**config.mk**
```make
export PLATFORM = sky130hd
export DESIGN_NAME = flit_injector
export DESIGN_NICKNAME = d
export VERILOG_FILES = /design/src/rtl/flit_injector.sv
export SDC_FILE = /design/constraint.sdc
export NUM_CORES = 1
export LEC_CHECK = 0
export ABC_AREA = 1
export ABC_CLOCK_PERIOD_IN_PS = 2700
export BUFFER_PORTS_ARGS = -buffer_cell sky130_fd_sc_hd__buf_2
export CORE_MARGIN = 2
export CORE_UTILIZATION = 30
export CTS_CLUSTER_SIZE = 30
export DETAILED_ROUTE_END_ITERATION = 6
export GPL_TIMING_DRIVEN = 1
export RECOVER_POWER = 50
export SETUP_SLACK_MARGIN = 0.1
export SLEW_MARGIN = 20
export SYNTH_ARGS = -nofsm -noshare
export SYNTH_HDL_FRONTEND = slang
export SYNTH_SLANG_ARGS = --single-unit
```
**constraint.sdc**
```tcl
create_clock -name clk -period 2.7 [get_ports clk]
set_clock_uncertainty 0.15 [all_clocks]
set_input_delay 0 -clock clk [delete_from_list [all_inputs] [get_ports clk]]
set_output_delay 0 -clock clk [all_outputs]
set_load 0.02 [all_outputs]
```
**src/rtl/flit_injector.sv**
```systemverilog
// flit_injector: packet-to-flit source for one node injection port.
// Accepts packet requests, serialises them into 83-bit flits with deterministic
// payloads, and paces emission with credits returned by the injection buffer.
module flit_injector #(
  parameter int unsigned FLIT_SIZE = 82,
  parameter int unsigned CREDITS   = 4
) (
  input  logic                 clk,
  input  logic                 rst,
  input  logic                 req_valid,
  output logic                 req_ready,
  input  logic [2:0]           req_dst_x,
  input  logic [2:0]           req_dst_y,
  input  logic [2:0]           req_dst_z,
  input  logic [7:0]           req_len,
  input  logic [63:0]          req_base,
  output logic [FLIT_SIZE:0]   inject_flit,
  input  logic                 credit_in,
  output logic                 pkt_done,
  output logic [15:0]          pkts_sent,
  output logic                 cred_err
);

  localparam logic [3:0] CredMax = 4'(CREDITS);

  typedef enum logic [0:0] {StIdle, StSend} state_e;

  state_e       state_q;
  logic [2:0]   dst_x_q, dst_y_q, dst_z_q;
  logic [7:0]   len_q;
  logic [7:0]   idx_q;
  logic [63:0]  base_q;
  logic [6:0]   seq_q;
  logic [3:0]   credits_q;
  logic [3:0]   credits_d;
  logic         cred_ovf;

  logic               emit;
  logic               last;
  logic [1:0]         flit_type;
  logic [63:0]        payload;
  logic [FLIT_SIZE:0] flit_next;
  logic [7:0]         len_eff;

  // Ready depends on state alone so upstream never sees a valid->ready path.
  assign req_ready = (state_q == StIdle);

  // Current flit contents and emission condition.
  always_comb begin
    emit    = (state_q == StSend) && (credits_q != 4'd0);
    last    = (idx_q == len_q - 8'd1);
    len_eff = (req_len == 8'd0) ? 8'd1 : req_len;
    if (len_q == 8'd1)       flit_type = 2'b11;
    else if (idx_q == 8'd0)  flit_type = 2'b01;
    else if (last)           flit_type = 2'b10;
    else                     flit_type = 2'b00;
    // Head carries the length so a checker can size the packet up front.
    if (idx_q == 8'd0) payload = {len_q, base_q[55:0]};
    else               payload = base_q + {56'd0, idx_q};
    flit_next = {1'b1, flit_type, dst_x_q, dst_y_q, dst_z_q, seq_q, payload};
  end

  // Credit counter next state; a return while full is a protocol error.
  always_comb begin
    credits_d = credits_q;
    cred_ovf  = 1'b0;
    if (emit && !credit_in) begin
      credits_d = credits_q - 4'd1;
    end else if (!emit && credit_in) begin
      if (credits_q == CredMax) cred_ovf = 1'b1;
      else                      credits_d = credits_q + 4'd1;
    end
  end

  // Request/send FSM with registered flit and status outputs.
  always_ff @(posedge clk or negedge rst) begin
    if (!rst) begin
      state_q     <= StIdle;
      dst_x_q     <= '0;
      dst_y_q     <= '0;
      dst_z_q     <= '0;
      len_q       <= 8'd1;
      idx_q       <= '0;
      base_q      <= '0;
      seq_q       <= '0;
      credits_q   <= CredMax;
      inject_flit <= '0;
      pkt_done    <= 1'b0;
      pkts_sent   <= '0;
      cred_err    <= 1'b0;
    end else begin
      credits_q   <= credits_d;
      if (cred_ovf) cred_err <= 1'b1;
      // Idle cycles drive an all-zero flit, never stale fields.
      inject_flit <= '0;
      pkt_done    <= 1'b0;
      unique case (state_q)
        StIdle: begin
          if (req_valid) begin
            dst_x_q <= req_dst_x;
            dst_y_q <= req_dst_y;
            dst_z_q <= req_dst_z;
            len_q   <= len_eff;
            base_q  <= req_base;
            idx_q   <= '0;
            state_q <= StSend;
          end
        end
        StSend: begin
          if (emit) begin
            inject_flit <= flit_next;
            idx_q       <= idx_q + 8'd1;
            if (last) begin
              pkt_done  <= 1'b1;
              pkts_sent <= pkts_sent + 16'd1;
              seq_q     <= seq_q + 7'd1;
              state_q   <= StIdle;
            end
          end
        end
        default: state_q <= StIdle;
      endcase
    end
  end

endmodule

```
---- Word-level counts from Yosys, hierarchy flattened ----
Cells that the tools add are included.
W data, S select, Z words.
operators by class
  reductions and logical operators ........ 13
  $add $sub $neg .......................... 7
  muxes and demuxes ....................... 23
  eq/ne operators ......................... 6
  bitwise gates (word level) .............. 1
operators with widths
  operator                 count
  $mux W83                 2
  $add A64 B8 Y64          1
  $mux W64                 1
  $mux W8                  3
  $add A16 B1 Y16 const B  1
  $logic_not A8 Y1         2
  $pmux W8 S2              1
  $mux W4                  3
  $mux W1                  9
  $add A8 B1 Y8 const B    1
  $eq A8 B1 Y1 const B     1
  $eq A8 B8 Y1             1
  $sub A8 B1 Y8 const B    1
  $add A7 B1 Y7 const B    1
  $mux W2                  3
  $reduce_and A2 Y1        3
  $add A4 B1 Y4 const B    1
  $eq A4 B3 Y1 const B     1
  $ne A2 B2 Y1 const B     2
  $reduce_bool A4 Y1       1
  $sub A4 B1 Y4 const B    1
  $logic_and A1 B1 Y1      3
  $reduce_and A3 Y1        1
  $logic_not A1 Y1         2
  other kinds (4)          4
storage, ports and cells
  logic and storage cells ................. 63
  output and inout bits ................... 102
  bits of input ports ..................... 85
  bits in registers ....................... 202

---- Depth between registers and ports, before layout ----
Gate-level depths: netlist of run 1.
  depth in word-level cells ............... 7
  depth in mapped cells ................... 15

---- Worst setup path before layout of run 1 ----
No wires, ideal clock.
  path kind ............................... reg-to-reg
  from .................................... register credits_q[1]
  to ...................................... register credits_q[3]
  arrival ................................. 2518 ps
  cell stages (with the launch flop) ...... 16
  period minus slack after synthesis ...... 2794 ps
  buffers on the path ..................... 2
  setup slack ............................. -94 ps
  cells stage by stage .................... dfrtp_1 > inv_1 > nand2_1 > o31ai_2 > inv_2 > clkbuf_1 > buf_2 > ha_1 > ha_1 > nand2_1 > nor2_1 > a211oi_1 > nand2_1 > nand2_1 > nor2_1 > xor2_1
on the way
  longest elaborated chain between the ends .. 6
  elaborated cells on any way between the ends .. 14
  classes of those cells .................. add/sub (2); eq/ne (2); mux (3); reduce/logical (7)
RTL lines
  what                                                                   RTL line  text
  from (decl)                                                            34        logic [3:0] credits_q;
  from (signal assigned)                                                 86        credits_q <= CredMax;
  from (signal assigned)                                                 92        credits_q <= credits_d;
  parallel branches: the longest is 6 deep, another holds $add A4 B1 Y4  -
Several ways; the timed one is not identified. The select of a mux whose other input is x is not followed.
A chain may end at the register's enable or synchronous reset.

---- Final worst setup path of run 1 ----
  from .................................... register idx_q[6]
  to ...................................... register inject_flit[11]
on the way
  longest elaborated chain between the ends .. 4
  elaborated cells on any way between the ends .. 5
  classes of those cells .................. add/sub (1); mux (3); reduce/logical (1)
RTL lines
  what                                                        RTL line  text
  from (decl)                                                 31        logic [7:0] idx_q;
  from (signal assigned)                                      112       idx_q <= idx_q + 8'd1;
  $add A64 B8 Y64 / $logic_not A8 Y1 (equally long branches)  59, 58
  $mux W64 *                                                  58        if (idx_q == 8'd0) payload = {len_q, base_q[55:0]};
  $mux W83 *                                                  110       if (emit) begin
  $mux W83 *                                                  97        unique case (state_q)
  to (signal assigned)                                        111       inject_flit <= flit_next;
  to (decl)                                                   17        output logic [FLIT_SIZE:0] inject_flit,
Every way passes the cells marked *; elsewhere a longest branch is shown, timed or not.

==> out/metrics.yaml, run 1 <==
grt_max_degree: 98
globalplace.congestion: 0.929
timing.rr.start: "idx_q[6]"
synth.distinct_cells: 42
async_flop_share_pct: 100
seq_area_frac_synth_pct: 47.0
dpl.hpwl_um: 26000
drtIter0Drc: 670
crit_slowest_cell: "dfrtp_1"
setup_viol: 0
first_pass_iters: 5
path_cells: "ha_1 -> nand2_1 -> nor2_1 -> nand3_1 -> nand3_2 -> buf_4 -> nand2_1 -> inv_2 -> o21ai_0 -> a21oi_1"
yosys.area.top_type_share_pct: 46.5
layout-drive-gt1-share_pct: 10.9
grt_pass1_vias: 10289
rows: 69
crit_cells: 10
cts_tree: "built"
synth_edf_count: 0
viasPerCell: 4.72
status: "complete, no violations"
final-hold-violation-count: 0
cts_buffers: 25
placed_cell_area_um2: 12400
cpPeakStageDelay_ns: 0.44
die_y_um: 193
nNetsFinal: 1840
syn_avg_cell_area_um2: 7.43
path_clk_slew_ns: 0.06
rsz0062_at_grt: "false"
r2r_setup_slack_ns: 0.28
wirelength_um: 35600
antenna_found_initial: 0
vias: 10454
area_growth_pct: 29.1
drc: 0
numClockSinks: 202
worstPathArrival_ns: 2.68
critPathLaunchType: "register"
powerDensity_nw_per_um2: 1110
setup.worst_path.end: "inject_flit[11]"
path_delay_family: "simple AND/OR/NAND/NOR gates"
synthCells: 1448
overflow: 0
grtUsageTotal_pct: 18.6
p_leak_nw: 6.71
timing.final.crit_share_pct: 89.8
crit_path_max_fanout: 6
synth-seq-cells: 202
yosysTopAreaCell: "dfrtp_1"
maxSlewHeadroom_pct: 21.9
clk_path_buf_depth: 3
antennaDiodeCount: 0
io_buffer_count: 186
die_width_um: 193
hold_path.class: "in -> reg"
cap_viol_max_count: 0
rr_worst_depth: 10
ys.flop_type: "dfrtp_1"
wl_per_cell_um: 16.1
place_ws_ns: 0.213
synth_area_um2: 10800
path_class: "reg -> reg"
dieArea_um2: 37400
vdd_ir_drop_max_uv: 582
drv_slew: 0
cp-end-kind: "register"
grt_pass1_wl_um: 56000
final_cell_area_um2: 13900
crit_start: "idx_q[6]"
ys_warn_count: 0
htree_levels: 1
worst_pin_slew_ns: 1.17
crit_buf_inv: 2
synth_nets: 1553
finalWorstSetupSlack_ns: 0.275
tns_ns: 0
fmax_ghz: 0.412
cpMostUsedCell: "nand2_1"
core_area_um2: 35500
pin_count: 187
start_util_pct: 30.3
ys_top_cells_by_area: "dfrtp_1 46%, nand2_1 17%, nor2_1 6.4%"
insertion_delay_ns: 0.54
cts_root_buffer: "clkbuf_16"
drtAntennaViolNets: 0
fin_crit_ns: 2.42
power.total_mw: 15.4
reg2reg_to: "inject_flit[11]"
required_ns: 2.96
## worst min path at each step
stage	cells past startpoint	start	endpoint
floorplan	0	rst	base_q[0]
global placement	1	rst	inject_flit[45]
detailed placement	1	rst	inject_flit[45]
CTS	4	req_base[33]	base_q[33]
global route	4	req_base[40]	base_q[40]
finish	4	req_base[31]	base_q[31]
## cell usage after synthesis (all sizes together), types with 7 or more instances
cell type / n
nand3b: 7
nand4: 54
clkbuf: 27
xnor2: 9
ha: 18
nand3: 67
nand2: 496
xor2: 36
inv: 149
dfrtp: 200
nor3: 22
a21oi: 44
nor2: 194
o21ai: 77
buf: 14
## cell families after synthesis
family / count (synthesis) / share of synthesized area, %
AOI/OAI and AO/OA: 134 / 6.50
xor gates and xnor gates: 45 / 3.66
adders and majority gates: 20 / 2.46
buffers and inverters: 195 / 7.13
DFF: 202 / 47.0
and+or+nand+nor: 852 / 33.3
## report_power, final
part           switching [mW]  total, mW  internal, mW
clock                    1.37       3.32          1.94
combinational            4.50       6.58          2.08
sequential               1.15       5.47          4.32
total                    7.02       15.4          8.35
## cells in the final DEF, fill, tap and decap left out, types with 9 or more instances in the layout
cell type and n:
a21oi_1 44, buf_2 83, buf_4 23, clkbuf_1 107, clkbuf_16 25, dfrtp_1 200
dlygate4sd3_1 88, ha_1 16, inv_1 133, inv_2 15, nand2_1 495, nand3_1 64
nand4_1 54, nor2_1 184, nor3_1 22, o21ai_0 70, xnor2_1 9, xor2_1 36
## worst min-delay path: cells and delay by family
kind / cells / cell delay (ns)
buf+inv: 2 / 0.60
simple gates: 2 / 0.10
## flip-flops by register name, indices dropped and copies added (netlist names)
| register | flops |
|---|---|
| pkts_sent | 16 |
| idx_q | 8 |
| inject_flit | 83 |
| seq_q | 7 |
| dst_y_q | 3 |
| dst_x_q | 3 |
| len_q | 8 |
| state_q | 1 |
| dst_z_q | 3 |
| credits_q | 4 |
| pkt_done | 1 |
| base_q | 64 |
| cred_err | 1 |
## cell type report
| class | count | area [um2] |
|---|---|---|
| multi-input combinational | 1051 | 4980 |
| tap | 461 | 577 |
| sequential | 202 | 5060 |
| clock buffer | 32 | 672 |
| clock inverter | 12 | 124 |
| fill | 3668 | 21600 |
| timing repair buffer | 301 | 1910 |
| inverter | 154 | 583 |
## through the flow
stage          instances  hold WS (ns)  util, %
2_1_floorplan       1448        -0.446        -
3_3_place_gp        2081       -0.0463     34.8
3_5_place_dp        2081       -0.0536     34.8
4_1_cts             2213        0.0286     39.6
5_1_grt             2213        0.0510     39.2
6_report            2213        0.0475     39.2
## repair_timing
item / CTS / global route
resized for setup: 0 / 3
buffers inserted: 0 / 0
setup endpoints to repair: 0 / 9
hold buffers: 88 / 0
hold endpoints to repair: 287 / 0
## per-layer routing
layer | share of wire [%] | vias up | track usage, % | routed length, um
li1 | - | 5164 | - | -
met1 | 45 | 4939 | 25.0 | 16000
met2 | 47 | 296 | 31.4 | 16900
met3 | 5.3 | 55 | 2.41 | 1890
met4 | 2.4 | 0 | 5.32 | 864
met5 | 0 | - | 0 | 0
No activity file was read; power rests on OpenSTA's default activity.
==> run 2: changes to the inputs <==
--- a/config.mk
+++ b/config.mk
@@ -8,11 +8,14 @@
 export ABC_AREA = 1
 export ABC_CLOCK_PERIOD_IN_PS = 2700
 export BUFFER_PORTS_ARGS = -buffer_cell sky130_fd_sc_hd__buf_2
+export CELL_PAD_IN_SITES_DETAIL_PLACEMENT = 0
+export CELL_PAD_IN_SITES_GLOBAL_PLACEMENT = 1
 export CORE_MARGIN = 2
 export CORE_UTILIZATION = 30
 export CTS_CLUSTER_SIZE = 30
 export DETAILED_ROUTE_END_ITERATION = 6
 export GPL_TIMING_DRIVEN = 1
+export PLACE_DENSITY_LB_ADDON = 0.1
 export RECOVER_POWER = 50
 export SETUP_SLACK_MARGIN = 0.1
 export SLEW_MARGIN = 20
==> run 2 against run 1 <==
- clock power grew 3%
- via count shrank 1.6%
- register-to-register slack is essentially flat
- die area is the same
- cell area grew 1.8%
- combinational power grew 3.2%
- power grew 1.8%
- non-clock buffer count grew 10
- hold slack lost 0.018 ns
- maximum frequency grew 0.16%
- setup slack gained 0.0040 ns
- critical path depth is the same
- critical path type unchanged
- largest power group unchanged
==> out/metrics.yaml, run 2 (synthesis results as in run 1) <==
status: "complete, no violations"
cp-end-kind: "register"
path_cells: "inv_2 -> ha_1 -> nand2_1 -> clkinv_1 -> nor3_2 -> inv_1 -> nor2_4 -> buf_6 -> nand4_1 -> nand2_1"
required_ns: 3.03
grt_pass1_wl_um: 59200
antenna_found_initial: 0
critPathLaunchType: "register"
fin_crit_ns: 2.42
overflow: 0
pin_count: 187
fmax_ghz: 0.413
layout_commonest_cell: "nand2_1"
area_growth_pct: 31.5
dpl.hpwl_um: 26700
layout-drive-gt1-share_pct: 14.1
rows: 69
io_buffer_count: 186
insertion_delay_ns: 0.55
path_delay_family: "simple AND/OR/NAND/NOR gates"
die_y_um: 193
cap_viol_max_count: 0
register_area_um2: 5060
path_class: "reg -> reg"
placed_cell_area_um2: 12400
setup_viol: 0
drtIter0Drc: 437
cts_buffers: 26
crit_slowest_cell: "dfstp_2"
cpMostUsedCell: "nand2_1"
timing.final.crit_share_pct: 89.7
grt_max_degree: 119
largest-register: "inject_flit"
worstPathArrival_ns: 2.75
grt_pass1_vias: 10361
htree_levels: 1
largest_reg_flops: 83
viasPerCell: 4.62
clk_path_buf_depth: 3
drv_slew: 0
first_pass_iters: 7
top_regs: "inject_flit: 83 flops, base_q: 64 flops, pkts_sent: 16 flops"
cpPeakStageDelay_ns: 0.57
wirelength_um: 37700
cts_tree: "built"
core_area_um2: 35500
path_clk_slew_ns: 0.06
multi_input_area_um2: 5020
maxSlewHeadroom_pct: 32.5
fillers: 3809
drtAntennaViolNets: 0
p_leak_nw: 6.99
vdd_ir_drop_max_uv: 585
rsz0062_at_grt: "true"
cts_root_buffer: "clkbuf_16"
wl_per_cell_um: 17.0
worst_pin_slew_ns: 1.01
nNetsFinal: 1852
start_util_pct: 30.3
antennaDiodeCount: 0
hold_path.class: "in -> reg"
vias: 10282
globalplace.congestion: 0.868
postCtsSetupRepairBufs: 0
drc: 0
crit_path_max_fanout: 23
most-common-layout-cells: "493 x nand2_1, 200 x dfrtp_1, 183 x nor2_1"
tns_ns: 0
holdWs_ns: 0.0295
die_width_um: 193
crit_buf_inv: 4
final_cell_area_um2: 14200
final-hold-violation-count: 0
numClockSinks: 202
grtUsageTotal_pct: 20.0
dieArea_um2: 37400
powerDensity_nw_per_um2: 1110
-- run 2: changes by cell type in the layout (fill, tap and decap cells not counted), moves of 3 or more --
cell	change
dlygate4sd3_1	+7
buf_2	+52
clkbuf_1	-47
clkinvlp_4	-3
-- run 2: metrics by stage --
step           utilization (%)  cells  setup slack (ns)  total power [mW]
5_1_grt                   39.9   2226            0.0973              17.0
4_1_cts                   40.1   2224             0.114              15.9
6_report                  39.9   2226             0.279              15.6
3_5_place_dp              35.0   2083             0.112              12.2
3_3_place_gp              35.0   2083            0.0487              12.2
2_1_floorplan                -   1448             0.105              9.67
-- run 2: power by group --
part | leakage, nW | internal, mW | total [mW] | switching (mW)
combinational | 4.04 | 2.27 | 6.79 | 4.52
sequential | 2.55 | 4.32 | 5.43 | 1.11
clock | 0.401 | 2.03 | 3.42 | 1.40
-- run 2: worst min-delay path, delay by kind of cell --
family,cells,cell delay (ns)
buffers and inverters,2,0.60
AND/OR/NAND/NOR,2,0.08
-- run 2: path summary, 6_finish.rpt --
check	from	end	slack (ns)	depth (start not counted)
min in group asynchronous	rst	len_q[0]	0.83	3
max in group asynchronous	rst	base_q[31]	0.48	4
worst min register to register	cred_err	cred_err	0.32	1
worst min-delay path	req_base[40]	base_q[40]	0.03	4
worst max register to register	len_q[0]	pkts_sent[13]	0.28	10
worst max-delay path	len_q[0]	pkts_sent[13]	0.28	10
-- run 2: repair_timing --
item	CTS	global route
resized for setup	1	8
hold buffers	95	1
hold endpoints to repair	288	3
setup endpoints to repair	2	38
gates cloned	0	1
-- run 2: layer usage --
layer	wire length [um]	global-route usage, %	up-vias
li1	-	-	5197
met1	17700	27.7	4818
met2	17500	33.0	219
met3	1770	2.82	48
met4	808	4.83	0
met5	0	0	-
-- run 2: area by class of cell --
type | count | share of cell area (%)
well taps | 461 | 4.07
flip-flops and latches | 202 | 35.7
repair buffers | 311 | 14.8
inverters | 154 | 4.09
multi-input cells | 1052 | 35.5
clock buffers | 39 | 5.37
clock inverters | 7 | 0.460
==> run 3: changes to the inputs <==
--- a/config.mk
+++ b/config.mk
@@ -6,7 +6,7 @@
 export NUM_CORES = 1
 export LEC_CHECK = 0
 export ABC_AREA = 1
-export ABC_CLOCK_PERIOD_IN_PS = 2700
+export ABC_CLOCK_PERIOD_IN_PS = 2670
 export BUFFER_PORTS_ARGS = -buffer_cell sky130_fd_sc_hd__buf_2
 export CELL_PAD_IN_SITES_DETAIL_PLACEMENT = 0
 export CELL_PAD_IN_SITES_GLOBAL_PLACEMENT = 1
==> constraint.sdc (replaced) <==
create_clock -name clk -period 2.67 [get_ports clk]
set_clock_uncertainty 0.15 [all_clocks]
set_input_delay 0 -clock clk [delete_from_list [all_inputs] [get_ports clk]]
set_output_delay 0 -clock clk [all_outputs]
set_load 0.02 [all_outputs]
==> run 3 against run 2 <==
- critical path type unchanged
- register-to-register slack about the same
- count of clock-buffer cells in the layout shrank 5
- via count increased by 0.53%
- critical endpoint is now inject_flit[14]
- largest power group unchanged
==> out/metrics.yaml, run 3 (synthesis results as in run 1) <==
maxSlewHeadroom_pct: 38.0
top_usage_layer: "met2"
use_met3_pct: 2.93
layout-drive-gt1-share_pct: 14.5
htree_levels: 1
largest_reg_flops: 83
io_buffer_count: 186
fin_crit_ns: 2.39
top_regs: "inject_flit: 83 flops, base_q: 64 flops, pkts_sent: 16 flops"
wl_per_cell_um: 16.6
die_width_um: 193
cts_root_buffer: "clkbuf_16"
layout_commonest_cell: "nand2_1"
path_class: "reg -> reg"
fmax_ghz: 0.418
insertion_delay_ns: 0.53
core_area_um2: 35500
timing.final.crit_share_pct: 89.7
crit_slowest_cell: "fa_1"
viasPerCell: 4.62
post-route-util_pct: 40.2
area_growth_pct: 32.6
worst_pin_slew_ns: 0.930
place_ws_ns: 0.161
path_delay_family: "adder cells"
path_cells: "ha_1 -> fa_1 -> nand3_1 -> nand3_2 -> buf_4 -> nand2_1 -> inv_1 -> nand2_1 -> o21ai_0 -> a21oi_1"
grt_pass1_vias: 10485
required_ns: 2.97
postCtsSetupRepairBufs: 0
cap_viol_max_count: 0
antennaDiodeCount: 0
rsz0062_at_grt: "false"
critPathLaunchType: "register"
globalplace.congestion: 0.844
largest-register: "inject_flit"
drv_slew: 0
crit_buf_inv: 2
powerDensity_nw_per_um2: 1110
grtUsageMet1_pct: 27.6
dpl.hpwl_um: 26800
wirelength_um: 37200
numClockSinks: 202
met2_usage_pct: 33.5
dieArea_um2: 37400
drc: 0
most-common-layout-cells: "492 x nand2_1, 200 x dfrtp_1, 183 x nor2_1"
worstPathArrival_ns: 2.69
overflow: 0
finalWorstSetupSlack_ns: 0.275
final-hold-violation-count: 0
antenna_found_initial: 0
hold_path.class: "in -> reg"
cpPeakStageDelay_ns: 0.45
grt_max_degree: 76
cpMostUsedCell: "nand2_1"
cts_tree: "built"
p_leak_nw: 7.03
pin_count: 187
setup_viol: 0
register_area_um2: 5060
grt_pass1_wl_um: 59600
cts_buffers: 24
cp-end-kind: "register"
clk_path_buf_depth: 3
nNetsFinal: 1866
path_clk_slew_ns: 0.06
start_util_pct: 30.3
crit_path_max_fanout: 6
drtIter0Drc: 557
vias: 10336
die_y_um: 193
tns_ns: 0
status: "complete, no violations"
drtAntennaViolNets: 0
multi_input_area_um2: 5000
first_pass_iters: 5
grtUsageTotal_pct: 20.0
vdd_ir_drop_max_uv: 561
rows: 69
fillers: 3749
run 3: cell count changes in the layout (fill, tap and decap cells not counted), sizes merged:
cell         previous run  this run
inv                   148       149
nand3                  68        67
bufinv                  1         2
buf                   162       169
clkinv                 10         9
dlygate4sd3            95       104
clkbuf                 93        89
clkinvlp                2         3
run 3: area by class of cell:
type | count | area share (%)
repair buffers | 328 | 15.6
inverters | 154 | 4.07
clock buffers | 34 | 5.04
well taps | 461 | 4.04
clock inverters | 9 | 0.719
multi-input cells | 1051 | 35.1
flip-flops and latches | 202 | 35.4
run 3: tightest hold or removal path: cells and delay by family:
family | cells | cell delay (ns)
buffers and inverters | 2 | 0.60
AND/OR/NAND/NOR | 2 | 0.08
run 3: repair_timing:
item	4_1_cts	5_1_grt
hold buffers	105	0
resized for setup	0	6
setup endpoints to repair	0	21
hold endpoints to repair	288	0
run 3: where the power goes:
| group | switching (mW) | internal, mW |
|---|---|---|
| clock network | 1.36 | 2.06 |
| registers | 1.11 | 4.37 |
| logic | 4.58 | 2.32 |
run 3: path summary, 6_finish.rpt:
check,slack (ns),cells after the start,to,start
worst max-delay path,0.28,10,inject_flit[14],idx_q[0]
worst min-delay path,0.05,4,base_q[33],req_base[33]
worst max register to register,0.28,10,inject_flit[14],idx_q[0]
worst min register to register,0.31,1,cred_err,cred_err
max in group asynchronous,0.34,4,inject_flit[33],rst
min in group asynchronous,0.93,3,len_q[0],rst
run 3: metal layers:
| layer | vias up | routed length, um | share of wire [%] |
|---|---|---|---|
| met5 | - | 0 | 0 |
| met4 | 0 | 729 | 2.0 |
| met3 | 33 | 1360 | 3.7 |
| met2 | 202 | 17200 | 46 |
| met1 | 4888 | 17900 | 48 |
| li1 | 5213 | - | - |
run 3: stage by stage:
step | total power, mW | cells | instance area, um2 | hold slack, ns
6_report | 15.8 | 2239 | 14300 | 0.0462
5_1_grt | 17.1 | 2239 | 14300 | 0.0492
4_1_cts | 16.1 | 2239 | 14300 | 0.0158
3_5_place_dp | 12.3 | 2091 | 12500 | -0.187
3_3_place_gp | 12.3 | 2091 | 12500 | -0.188
2_1_floorplan | 9.81 | 1448 | 10800 | -0.446
